File: config.mk
export PLATFORM = sky130hd
export DESIGN_NAME = bus_uart
export DESIGN_NICKNAME = d
export VERILOG_FILES = /design/src/rtl/bus_uart_pkg.sv /design/src/rtl/uart_tx_fifo.sv /design/src/rtl/bus_uart.sv
export SDC_FILE = /design/constraint.sdc
export NUM_CORES = 1
export LEC_CHECK = 0
export CORE_MARGIN = 4
export CORE_UTILIZATION = 63
export DETAILED_ROUTE_END_ITERATION = 12
export PLACE_DENSITY = 0.93
export REMOVE_ABC_BUFFERS = 1
export SYNTH_ARGS = -nofsm -noshare
export SYNTH_HDL_FRONTEND = slang
export SYNTH_SLANG_ARGS = --single-unit
File: constraint.sdc
create_clock -name clk -period 7.4 [get_ports clk]
set_input_delay 1.48 -clock clk [delete_from_list [all_inputs] [get_ports clk]]
set_output_delay 1.48 -clock clk [all_outputs]
set_load 0.05 [all_outputs]
File: src/rtl/bus_uart_pkg.sv
// Shared definitions for the bus-mapped UART: register map, STATUS bits,
// FSM state encodings and the captured bus request.
package bus_uart_pkg;

    localparam logic [1:0] REG_DATA   = 2'd0;
    localparam logic [1:0] REG_STATUS = 2'd1;
    localparam logic [1:0] REG_DIV    = 2'd2;
    localparam logic [1:0] REG_RSVD   = 2'd3;

    localparam int ST_TX_FULL    = 0;
    localparam int ST_TX_EMPTY   = 1;
    localparam int ST_TX_BUSY    = 2;
    localparam int ST_RX_VALID   = 3;
    localparam int ST_RX_OVERRUN = 4;

    localparam int DIV_W = 16;

    typedef enum logic [1:0] {TX_IDLE, TX_START, TX_DATA, TX_STOP} tx_state_t;
    typedef enum logic [1:0] {RX_IDLE, RX_START, RX_DATA, RX_STOP} rx_state_t;
    typedef enum logic       {BUS_IDLE, BUS_BUSY} bus_state_t;

    // Only the bits the register file actually decodes are held.
    typedef struct packed {
        logic        wr;
        logic [1:0]  idx;
        logic [15:0] wdata;
        logic [1:0]  wmask;
    } bus_req_t;

    function automatic logic [DIV_W-1:0] eff_div(input logic [DIV_W-1:0] d);
        return (d < 16'd4) ? 16'd4 : d;
    endfunction

endpackage

File: src/rtl/uart_tx_fifo.sv
// Byte FIFO for the transmitter; pointers carry an extra wrap bit so full
// and empty are distinguishable. A push while full is taken only with a pop.
module uart_tx_fifo #(
    parameter int DEPTH = 8
) (
    input  logic                     clk,
    input  logic                     rst,
    input  logic                     push,
    input  logic [7:0]               wdata,
    input  logic                     pop,
    output logic [7:0]               rdata,
    output logic                     full,
    output logic                     empty,
    output logic [$clog2(DEPTH):0]   count
);
    localparam int AW = $clog2(DEPTH);

    logic [7:0]  mem [DEPTH];
    logic [AW:0] wr_ptr, rd_ptr;
    logic        do_push, do_pop;

    assign empty   = (wr_ptr == rd_ptr);
    assign full    = (wr_ptr[AW] != rd_ptr[AW]) && (wr_ptr[AW-1:0] == rd_ptr[AW-1:0]);
    assign count   = wr_ptr - rd_ptr;
    assign rdata   = mem[rd_ptr[AW-1:0]];
    assign do_pop  = pop && !empty;
    assign do_push = push && (!full || do_pop);

    always_ff @(posedge clk or negedge rst) begin
        if (!rst) begin
            wr_ptr <= '0;
            rd_ptr <= '0;
        end else begin
            if (do_push) wr_ptr <= wr_ptr + 1'b1;
            if (do_pop)  rd_ptr <= rd_ptr + 1'b1;
        end
    end

    always_ff @(posedge clk) begin
        if (do_push) mem[wr_ptr[AW-1:0]] <= wdata;
    end

endmodule

File: src/rtl/bus_uart.sv
// Memory-mapped 8N1 UART: single-outstanding bus responder with latency-1
// completion, TX FIFO with back-pressure, and a double-synchronised receiver.
module bus_uart #(
    parameter int FIFO_DEPTH = 8,
    parameter int DIV_RESET  = 868
) (
    input  logic        clk,
    input  logic        rst,
    input  logic [31:0] bus_addr,
    input  logic [31:0] bus_wdata,
    input  logic [3:0]  bus_wmask,
    input  logic        bus_wen,
    input  logic        bus_ren,
    output logic [31:0] bus_rdata,
    output logic        bus_done,
    output logic        uart_tx,
    input  logic        uart_rx
);
    import bus_uart_pkg::*;
    localparam int AW = $clog2(FIFO_DEPTH);

    bus_state_t       bst;
    bus_req_t         req;
    logic [DIV_W-1:0] div;
    logic [31:0]      rd_val;
    logic             accept, data_wr, stall, complete, push, rd_clr;

    logic             fifo_full, fifo_empty;
    logic [7:0]       fifo_rdata;
    logic [AW:0]      fifo_count;

    tx_state_t        tx_st;
    logic [DIV_W-1:0] tx_div, tx_cnt;
    logic [7:0]       tx_sh;
    logic [2:0]       tx_bit;
    logic             tx_end, tx_pop;

    rx_state_t        rx_st;
    logic [2:0]       rx_sync;
    logic [DIV_W-1:0] rx_div, rx_cnt;
    logic [7:0]       rx_sh, rx_byte;
    logic [2:0]       rx_bit;
    logic             rx_s, rx_prev, rx_half, rx_end, rx_valid, rx_overrun;

    logic             bus_unused;
    assign bus_unused = ^{bus_addr[31:4], bus_addr[1:0], bus_wdata[31:16], bus_wmask[3:2], fifo_count};

    assign accept   = (bus_ren || bus_wen) && (bst == BUS_IDLE || bus_done);
    assign data_wr  = req.wr && req.idx == REG_DATA && req.wmask[0];
    // A full FIFO only blocks the write if the transmitter is not freeing a slot now.
    assign stall    = data_wr && fifo_full && !tx_pop;
    assign complete = (bst == BUS_BUSY) && !stall;
    assign push     = complete && data_wr;
    assign rd_clr   = complete && !req.wr && req.idx == REG_DATA;

    always_comb begin
        rd_val = '0;
        case (req.idx)
            REG_DATA:   if (rx_valid) rd_val = {23'b0, 1'b1, rx_byte};
            REG_STATUS: begin
                rd_val[ST_TX_FULL]    = fifo_full;
                rd_val[ST_TX_EMPTY]   = fifo_empty;
                rd_val[ST_TX_BUSY]    = (tx_st != TX_IDLE);
                rd_val[ST_RX_VALID]   = rx_valid;
                rd_val[ST_RX_OVERRUN] = rx_overrun;
            end
            REG_DIV:    rd_val[DIV_W-1:0] = div;
            default:    rd_val = '0;
        endcase
    end

    always_ff @(posedge clk or negedge rst) begin
        if (!rst) begin
            bst       <= BUS_IDLE;
            req       <= '0;
            bus_done  <= 1'b0;
            bus_rdata <= '0;
        end else begin
            bus_done  <= complete;
            bus_rdata <= (complete && !req.wr) ? rd_val : '0;
            if (complete) bst <= BUS_IDLE;
            if (accept) begin
                bst <= BUS_BUSY;
                req <= '{wr: bus_wen, idx: bus_addr[3:2], wdata: bus_wdata[15:0], wmask: bus_wmask[1:0]};
            end
        end
    end

    always_ff @(posedge clk or negedge rst) begin
        if (!rst) begin
            div <= DIV_W'(DIV_RESET);
        end else if (complete && req.wr && req.idx == REG_DIV) begin
            if (req.wmask[0]) div[7:0]  <= req.wdata[7:0];
            if (req.wmask[1]) div[15:8] <= req.wdata[15:8];
        end
    end

    uart_tx_fifo #(.DEPTH(FIFO_DEPTH)) u_fifo (
        .clk   (clk),
        .rst   (rst),
        .push  (push),
        .wdata (req.wdata[7:0]),
        .pop   (tx_pop),
        .rdata (fifo_rdata),
        .full  (fifo_full),
        .empty (fifo_empty),
        .count (fifo_count)
    );

    assign tx_end = (tx_cnt == tx_div - 16'd1);
    // Popping straight out of STOP keeps back-to-back frames gap-free.
    assign tx_pop = !fifo_empty && (tx_st == TX_IDLE || (tx_st == TX_STOP && tx_end));

    always_ff @(posedge clk or negedge rst) begin
        if (!rst) begin
            tx_st   <= TX_IDLE;
            uart_tx <= 1'b1;
            tx_div  <= 16'd4;
            tx_cnt  <= '0;
            tx_sh   <= '0;
            tx_bit  <= '0;
        end else if (tx_pop) begin
            tx_st   <= TX_START;
            uart_tx <= 1'b0;
            tx_sh   <= fifo_rdata;
            tx_div  <= eff_div(div);
            tx_cnt  <= '0;
        end else begin
            case (tx_st)
                TX_IDLE: uart_tx <= 1'b1;
                TX_START: begin
                    tx_cnt <= tx_end ? '0 : tx_cnt + 16'd1;
                    if (tx_end) begin
                        tx_st   <= TX_DATA;
                        uart_tx <= tx_sh[0];
                        tx_bit  <= '0;
                    end
                end
                TX_DATA: begin
                    tx_cnt <= tx_end ? '0 : tx_cnt + 16'd1;
                    if (tx_end) begin
                        if (tx_bit == 3'd7) begin
                            tx_st   <= TX_STOP;
                            uart_tx <= 1'b1;
                        end else begin
                            tx_sh   <= tx_sh >> 1;
                            uart_tx <= tx_sh[1];
                            tx_bit  <= tx_bit + 3'd1;
                        end
                    end
                end
                TX_STOP: begin
                    tx_cnt <= tx_end ? '0 : tx_cnt + 16'd1;
                    if (tx_end) tx_st <= TX_IDLE;
                end
                default: tx_st <= TX_IDLE;
            endcase
        end
    end

    // rx_sync[1] is the synchronised line; rx_sync[2] delays it for edge detect.
    assign rx_s    = rx_sync[1];
    assign rx_prev = rx_sync[2];
    assign rx_half = (rx_cnt == (rx_div >> 1) - 16'd1);
    assign rx_end  = (rx_cnt == rx_div - 16'd1);

    always_ff @(posedge clk or negedge rst) begin
        if (!rst) begin
            rx_sync    <= 3'b111;
            rx_st      <= RX_IDLE;
            rx_div     <= 16'd4;
            rx_cnt     <= '0;
            rx_sh      <= '0;
            rx_bit     <= '0;
            rx_byte    <= '0;
            rx_valid   <= 1'b0;
            rx_overrun <= 1'b0;
        end else begin
            rx_sync <= {rx_sync[1:0], uart_rx};
            if (rd_clr) begin
                rx_valid   <= 1'b0;
                rx_overrun <= 1'b0;
            end
            case (rx_st)
                RX_IDLE: if (rx_prev && !rx_s) begin
                    rx_st  <= RX_START;
                    rx_cnt <= '0;
                    rx_div <= eff_div(div);
                end
                RX_START: begin
                    rx_cnt <= rx_half ? '0 : rx_cnt + 16'd1;
                    if (rx_half) begin
                        rx_st  <= rx_s ? RX_IDLE : RX_DATA;
                        rx_bit <= '0;
                    end
                end
                RX_DATA: begin
                    rx_cnt <= rx_end ? '0 : rx_cnt + 16'd1;
                    if (rx_end) begin
                        rx_sh  <= {rx_s, rx_sh[7:1]};
                        rx_bit <= rx_bit + 3'd1;
                        if (rx_bit == 3'd7) rx_st <= RX_STOP;
                    end
                end
                RX_STOP: begin
                    rx_cnt <= rx_end ? '0 : rx_cnt + 16'd1;
                    if (rx_end) begin
                        rx_st <= RX_IDLE;
                        if (rx_s) begin
                            rx_byte  <= rx_sh;
                            rx_valid <= 1'b1;
                            if (rx_valid && !rd_clr) rx_overrun <= 1'b1;
                        end
                    end
                end
                default: rx_st <= RX_IDLE;
            endcase
        end
    end

endmodule

Word-level counts from Yosys, hierarchy flattened
Memory sizes are Yosys's and may differ from the RTL's. Index checks and enable logic that the tools add are counted.

Bits in writable memories: 64. Output and inout bits: 34. Memories: 1. Register bits after elaboration: 183.

Memory list: u_fifo.mem (words 8, width 8, read ports 1, clocked after Yosys merged registers in 0, wr ports 1, RTL line uart_tx_fifo.sv:18) `logic [7:0] mem [DEPTH];`.

Bitwise logic cells: 2. Reduce and logical (&&, ||, !) cells: 54. Eq/ne operators: 29. Multiplexer cells: 54. Order comparisons: 1. $add $sub $neg: 9.

Operators by type and width (number): $mux W16 (7); $eq A16 B16 Y1 (3); $pmux W16 S3 (1); $add A16 B1 Y16 const B (2); $mux W32 (1); $mux W8 (4); $sub A16 B1 Y16 const B (2); $mux W2 (11); $pmux W11 S2 (1); $logic_and A1 B1 Y1 (18); $ne A2 B2 Y1 const B (9); $mux W1 (17); $lt A16 B3 Y1 const B (1); $sub A15 B1 Y16 const B (1); $mux W3 (5); $pmux W5 S3 (1); $reduce_and A5 Y1 (3); $reduce_bool A2 Y1 (7); $ne A3 B3 Y1 const B (4); $pmux W3 S2 (2); $reduce_and A3 Y1 (4); $eq A2 B2 Y1 const B (5); $mux W9 (1); $add A4 B1 Y4 const B (2); other kinds (17) (37).

Logic depth before layout (Yosys ltp)
Depth in word-level cells: 17. Mapped depth: 13. Depth with buffers taken out: 10.

By module
From an unflattened synthesis, not the netlist that was laid out.

Cells, all modules: 1051. Area total of the unflattened synthesis: 11861.4 um^2.

By module, submodules not included: bus_uart (area an instance 8899.8 um^2, instances 1, sequential area each 3992.6 um^2, cells an instance 882); uart_tx_fifo (area an instance 2961.6 um^2, instances 1, sequential area each 2122.0 um^2, cells an instance 169).

Least setup slack after synthesis
Ideal clock, no wire load.

Path type: reg2reg. Start: register tx_div[0]. End: memory u_fifo.mem[6][0], enable pin. Arrival: 3084 ps. Path slack: 3983 ps. Period minus slack after synthesis: 3417 ps. Setup time: 333 ps. Data required time: 7067 ps. Stages on the path, launching flop included: 11. Buffers on the path: 0. Cells stage by stage: dfrtp_1 inv_1 ha_1 nor2b_1 nand4_1 or3b_1 a211o_1 a211oi_4 a31oi_4 a21oi_4 and4b_1.

Cells in the longest elaborated chain, start to end: 13. Elaborated cells between the ends (all ways): 15.

Ends and longest elaborated chain: from (decl) (RTL line bus_uart.sv:33) `logic [DIV_W-1:0] tx_div, tx_cnt;`; from (signal assigned) (RTL line bus_uart.sv:126) `tx_div <= eff_div(div);`; $sub A16 B1 Y16 (*) (RTL line bus_uart.sv:110) `assign tx_end = (tx_cnt == tx_div - 16'd1);`; $eq A16 B16 Y1 (*) (RTL line bus_uart.sv:110); $logic_and A1 B1 Y1 (*) (RTL line bus_uart.sv:112) `assign tx_pop = !fifo_empty && (tx_st == TX_IDLE || (tx_st == TX_STOP && tx_end));`; $logic_or A1 B1 Y1 (*) (RTL line bus_uart.sv:112); $logic_and A1 B1 Y1 (*) (RTL line bus_uart.sv:112); $logic_not A1 Y1 (RTL line bus_uart.sv:51) `assign stall = data_wr && fifo_full && !tx_pop;`; $logic_and A1 B1 Y1 (RTL line bus_uart.sv:51); $logic_not A1 Y1 (RTL line bus_uart.sv:52) `assign complete = (bst == BUS_BUSY) && !stall;`; $logic_and A1 B1 Y1 (RTL line bus_uart.sv:52); $logic_and A1 B1 Y1 (RTL line bus_uart.sv:53) `assign push = complete && data_wr;`; $logic_and A1 B1 Y1 (*) (RTL line uart_tx_fifo.sv:27) `assign do_push = push && (!full || do_pop);`; $mux W1 (*) (RTL line uart_tx_fifo.sv:40) `if (do_push) mem[wr_ptr[AW-1:0]] <= wdata;`; $mux W1 (not written as such) (*) (RTL line uart_tx_fifo.sv:40); to (decl) (RTL line uart_tx_fifo.sv:18).

Every way passes the cells marked *; elsewhere a longest branch is shown, timed or not.

Worst setup path after layout
Start: register tx_div[3]. End: memory u_fifo.mem[6][6], enable pin.

Same word-level chain as after synthesis.

==> flow_summary_export.csv <==
group,metric,value,unit
place,io_buffer_count,42,
route,totalWireLength,26600,um
synth,ys_async_sr_fraction,0.723,
grt,grt_pass1_vias,8016,
route,drtAntennaViolNets,0,
synth,synth_commonest_cells,"156 x dfrtp_1, 72 x mux2_2, 64 x edfxtp_1",
cts,cts_made_buffers,24,
floorplanning,initial_utilization,0.649,
worst_setup_path,crit_fanout,15,
timing,clock_skew,0.0226,ns
synth,synthDominantCellAreaShare,0.332,
timing,fin_crit_sh,0.578,
floorplanning,fp.dieH,145,um
cts,postCtsResizedCells,0,
route,wl_per_cell,21.0,um
timing,fin_crit,4.27,ns
route,drc,0,
timing,worstMarginPinSlew,1.13,ns
place,place_ws,3.22,ns
route,drtIter0Drc,899,
pwr,p_per_area,384,nW/um2
cts,clockBufferDepth,3,
timing,drv_slew,0,
final_layout,areaGrowthSynthToFinish,11.0,%
final_layout,fin_nets,1108,
cts,cts_root_buf,"clkbuf_16",
pwr,cellLeakagePower,5.28,nW
synth,yosysUniqueCellTypes,78,
timing,max_freq,234,MHz
worst_setup_path,startpoint_type,"flop",
grt,antenna_found_initial,0,
floorplanning,fp.dieW,145,um
final_layout,drive_above_1_share,0.157,
synth,yosys_most_used_dff,"dfrtp_1",
cts,clk_pin_slew,0.06,ns
synth,ys_seq_area_frac,0.519,
place,gp_congestion,0.930,
synth,synth_most_common_cell,"dfrtp_1",
timing,finalHoldViolCount,0,
worst_setup_path,cp.required,7.56,ns
synth,synth.avg_cell_area,11.8,um2
route,avgViaCountPerCell,6.46,
cts,htreeDepth,1,
place,hpwl,17400,um
cts,cts_hold_buf,0,
worst_setup_path,critPathCaptureType,"flop",
floorplanning,ioPinCount,107,
cts,insertion_delay,0.53,ns
worst_setup_path,critPathArrivalTime,4.44,ns
floorplanning,fp.dieArea,20900,um2
grt,track_usage,0.259,
floorplanning,core_area,18100,um2
timing,setup_ws,3.13,ns
grt,grt_pass1_wl,43000,um
grt,grt_max_degree,109,
synth,synthCells,1000,
final_layout,antenna_cells,0,
route,via_count,8176,
floorplanning,row_count,49,
timing,setup_viol,0,
worst_setup_path,critPathKind,"reg -> reg",
final_layout,final.fill_count,1126,
synth,synth_area_leader_cell,"dfrtp_1",
cts,tritoncts,"done",
synth,synth_area,11800,um2
route,drtPass1Iterations,7,
cts,post_cts_buffers,0,
synth,netlist_top_cells_area,"dfrtp_1 33%, edfxtp_1 16%, mux2_2 6.9%",
pwr,peakVddDrop,287,uV
synth,ys_warn_count,0,
timing,rsz0062_at_grt,"false",
flow_run,max-cap-violations,0,
hold_path,hold_path_class,"reg -> reg",
outcome,status,"finished, final reports clean",
timing,setup-tns-final,0,ns
cts,cts.sink_count,231,
final_layout,final_util,0.720,
timing,slew_headroom,0.246,
grt,overflow,0,
synth,yosys_register_bits,231,
synth,synth_enable_flop_cells,64,
==> registers in the layout, summed over array words and instances, names as in the netlist, 4 cells and up, named ones only <==
signal / cells
u_fifo.mem: 64
div: 16
rx_byte: 8
u_fifo.wr_ptr: 4
rx_div: 16
tx_sh: 8
rx_sh: 8
u_fifo.rd_ptr: 4
tx_cnt: 16
rx_cnt: 16
bus_rdata: 16
tx_div: 16
req: 21
==> worst max-delay path, stage by stage (launching register included) <==
cell and delay [ns]:
dfrtp_1 0.46, nor3_2 0.70, nand4_1 0.36, a2111oi_0 0.44, nand2_1 0.14, a2111oi_4 0.59, a31oi_4 0.32, a21oi_4 0.36
and4b_1 0.52
==> cell families after synthesis <==
family | count (synthesis) | synth area share
and+or+nand+nor | 285 | 0.134
DFF | 231 | 0.519
AOI/OAI and AO/OA | 161 | 0.0979
muxes | 133 | 0.139
buffers and inverters | 103 | 0.0408
xor gates and xnor gates | 69 | 0.0513
adders and majority gates | 17 | 0.0181
other | 1 | 0.000318
==> layout make-up <==
type / count / area, um2 / share of cell area
Inverter: 33 / 124 / 0.00947
Clock buffer: 34 / 678 / 0.0519
Clock inverter: 10 / 170 / 0.0130
Sequential cell: 231 / 6110 / 0.468
Multi-Input combinational cell: 681 / 5240 / 0.401
Tap cell: 229 / 287 / 0.0219
Timing Repair Buffer: 47 / 459 / 0.0351
==> metrics by stage <==
step	cells	power (mW)	hold WS, ns	instance area [um2]
4_1_cts	1265	5.00	0.358	13100
6_report	1265	5.02	0.358	13100
5_1_grt	1265	5.27	0.359	13100
2_1_floorplan	945	3.19	0.345	11500
3_3_place_gp	1221	3.58	0.347	12200
3_5_place_dp	1221	3.67	0.349	12200
==> final timing paths <==
kind	from	end	slack (ns)	cells after the start
worst min-delay path	rx_sync[0]$_DFF_PN1_	rx_sync[1]$_DFF_PN1_	0.36	0
worst max-delay path	tx_div[3]$_DFFE_PN0N_	u_fifo.mem[6][6]$_DFFE_PP_	3.13	8
min in group asynchronous	rst	rx_cnt[13]$_DFFE_PN0P_	1.07	1
worst max register to register	tx_div[3]$_DFFE_PN0N_	u_fifo.mem[6][6]$_DFFE_PP_	3.13	8
worst min register to register	rx_sync[0]$_DFF_PN1_	rx_sync[1]$_DFF_PN1_	0.36	0
max in group asynchronous	rst	req[9]$_DFFE_PN0P_	5.03	2
==> power by group <==
part | leakage [nW] | internal (mW) | switching (mW)
registers | 2.70 | 1.59 | 0.450
clock network | 0.407 | 0.782 | 0.502
logic | 2.17 | 0.758 | 0.940
total | 5.28 | 3.13 | 1.89
==> metal layers <==
metal,wire length [um],GRT usage,vias to the layer above
met1,11000,0.356,4112
met2,13500,0.442,324
li1,-,-,3688
met4,505,0.0623,0
met5,0,0,-
met3,1520,0.0365,52
==> cell usage in the layout, fill, tap and decap left out, types with 18 or more instances in the layout <==
master             n
mux2i_1           36
nand2_1           54
nand3_1           39
a21oi_1           34
a31oi_1           18
dfrtp_1          156
edfxtp_1          64
xor2_1            26
xnor2_1           43
and3_1            19
o21ai_0           30
clkdlybuf4s50_1   41
inv_1             33
nor2_1            48
clkbuf_16         24
mux2_2            72
Power figures use the tool's default switching activity.
==> RTL change (config.mk and constraints unchanged) <==
Remove the register `bus_rdata`: a continuous assignment takes its place, so the output `bus_rdata` follows one clock earlier.
--- a/src/rtl/bus_uart.sv
+++ b/src/rtl/bus_uart.sv
@@ -76,6 +76,4 @@
             bus_done  <= 1'b0;
-            bus_rdata <= '0;
         end else begin
             bus_done  <= complete;
-            bus_rdata <= (complete && !req.wr) ? rd_val : '0;
             if (complete) bst <= BUS_IDLE;
@@ -87,2 +85,4 @@
     end
+
+    assign bus_rdata = (complete && !req.wr) ? rd_val : '0;
 
Formal check against the unedited RTL: not equivalent (Yosys sat finds a counterexample within 4 cycles, from zero or initial values and one cycle with rst low).
==> RTL change against the unedited design <==
Non-clock buffer count is 3 higher. Wire length is 4.5% lower. Synthesized cell count is 4.9% lower. Worst setup slack worse by 0.68 ns. Synthesized area is 5.6% lower. Die area is 5.3% lower. Total power is 6.8% lower. First-iteration DRC count is 6.3% higher. Hold slack worse by 0.0018 ns. Design area is 5.3% lower. Sequential cell count is 16 lower.
==> RTL change: results (changes against the unedited design) <==
[yosys]
synthArstFlopShare_pct = 70.23  ; -2.1 points
synth_commonest_cells = 140 x dfrtp_1, 84 x mux2_2, 64 x edfxtp_1
ys_seq_area_share_pct = 51.41  ; -0.52 points
ys_seq_elements = 215  ; -6.9%
yosys-top-cells-area = dfrtp_1 32%, edfxtp_1 17%, mux2_2 8.5%, xnor2_1 4.2%, mux4_2 3.2%
ys_types = 77  ; -1.3%
synth_area_per_cell_um2 = 11.69  ; -0.74%

[worst_setup_path]
slowest_stage = nor4b_2
r2r_slack_ns = 2.45  ; -0.68 ns
cpPeakStageDelay_ns = 1.02  ; +0.32 ns

[global_routing]
grt_pass1_vias = 7902  ; -1.4%
grt_pass1_wl_um = 41500  ; -3.5%

[routing]
wl_um = 25360  ; -4.5%
drtIter0Drc = 956  ; +6.3%
vias = 7837  ; -4.1%

[sta]
worst_pin_slew_ns = 1.310  ; +0.1788 ns
hold_slack_ns = 0.3560  ; -0.001781 ns
skew_ns = 0.01895  ; -0.003631 ns

[final_layout]
ff_latch_area_mm2 = 0.005714  ; -6.5%
clock_buffers = 31  ; -8.8%
buffer_area_share_pct = 3.889  ; +0.38 points
fillers = 1034  ; -8.2%
multi_input_area_share_pct = 40.12  ; about the same

[placement]
dp_hpwl_um = 16210  ; -6.8%
dp.cells = 1168  ; -4.3%

[power_and_ir_drop]
p_switching_mw = 1.713  ; -9.4%

[run_status]
status = finished clean

-- RTL change: power groups by stage --
stage          clock [mW]  sequential (mW)  combinational [mW]
2_1_floorplan           0             1.77                1.18
3_3_place_gp            0             1.85                1.44
3_5_place_dp            0             1.87                1.52
4_1_cts              1.24             1.87                1.56
5_1_grt              1.29             1.91                1.71
6_report             1.22             1.88                1.57
-- RTL change: worst max-delay path by stage --
stage,slack (ns),startpoint,depth (start not counted),end
6_report,2.45,tx_div[3],8,u_fifo.mem[1][0]
5_1_grt,2.26,tx_div[3],8,u_fifo.mem[1][4]
4_1_cts,2.51,tx_div[3],8,u_fifo.mem[1][4]
3_5_place_dp,2.55,tx_div[3],8,u_fifo.mem[0][4]
3_3_place_gp,2.61,tx_div[3],8,u_fifo.mem[2][7]
2_1_floorplan,1.96,tx_div[3],8,tx_bit[0]
-- RTL change: per-stage QoR --
stage	area, um^2	total power, mW
final	12390	4.681
after global routing	12390	4.915
after CTS	12390	4.664
after detailed placement	11560	3.391
after global placement	11560	3.287
after floorplan	10780	2.954
-- RTL change: cell families after synthesis --
family,Yosys count,share of synthesized area (%)
muxes,117,13.28
other,1,0.03374
AOI/OAI and AO/OA,128,7.857
and+or+nand+nor,283,14.15
adders and majority gates,17,1.914
xor gates and xnor gates,86,6.776
buffers and inverters,104,4.581
DFF,215,51.41
-- RTL change: per-layer routing --
| metal | up-vias | wire, um | global-route usage (%) | part of all wire [%] |
|---|---|---|---|---|
| met1 | 3887 | 10160 | 35.07 | 40 |
| met3 | 86 | 1834 | 4.071 | 7.2 |
| met2 | 403 | 12420 | 42.69 | 49 |
| met4 | 0 | 949 | 9.689 | 3.7 |
| li1 | 3461 | - | - | - |
| met5 | - | 0 | 0 | 0 |
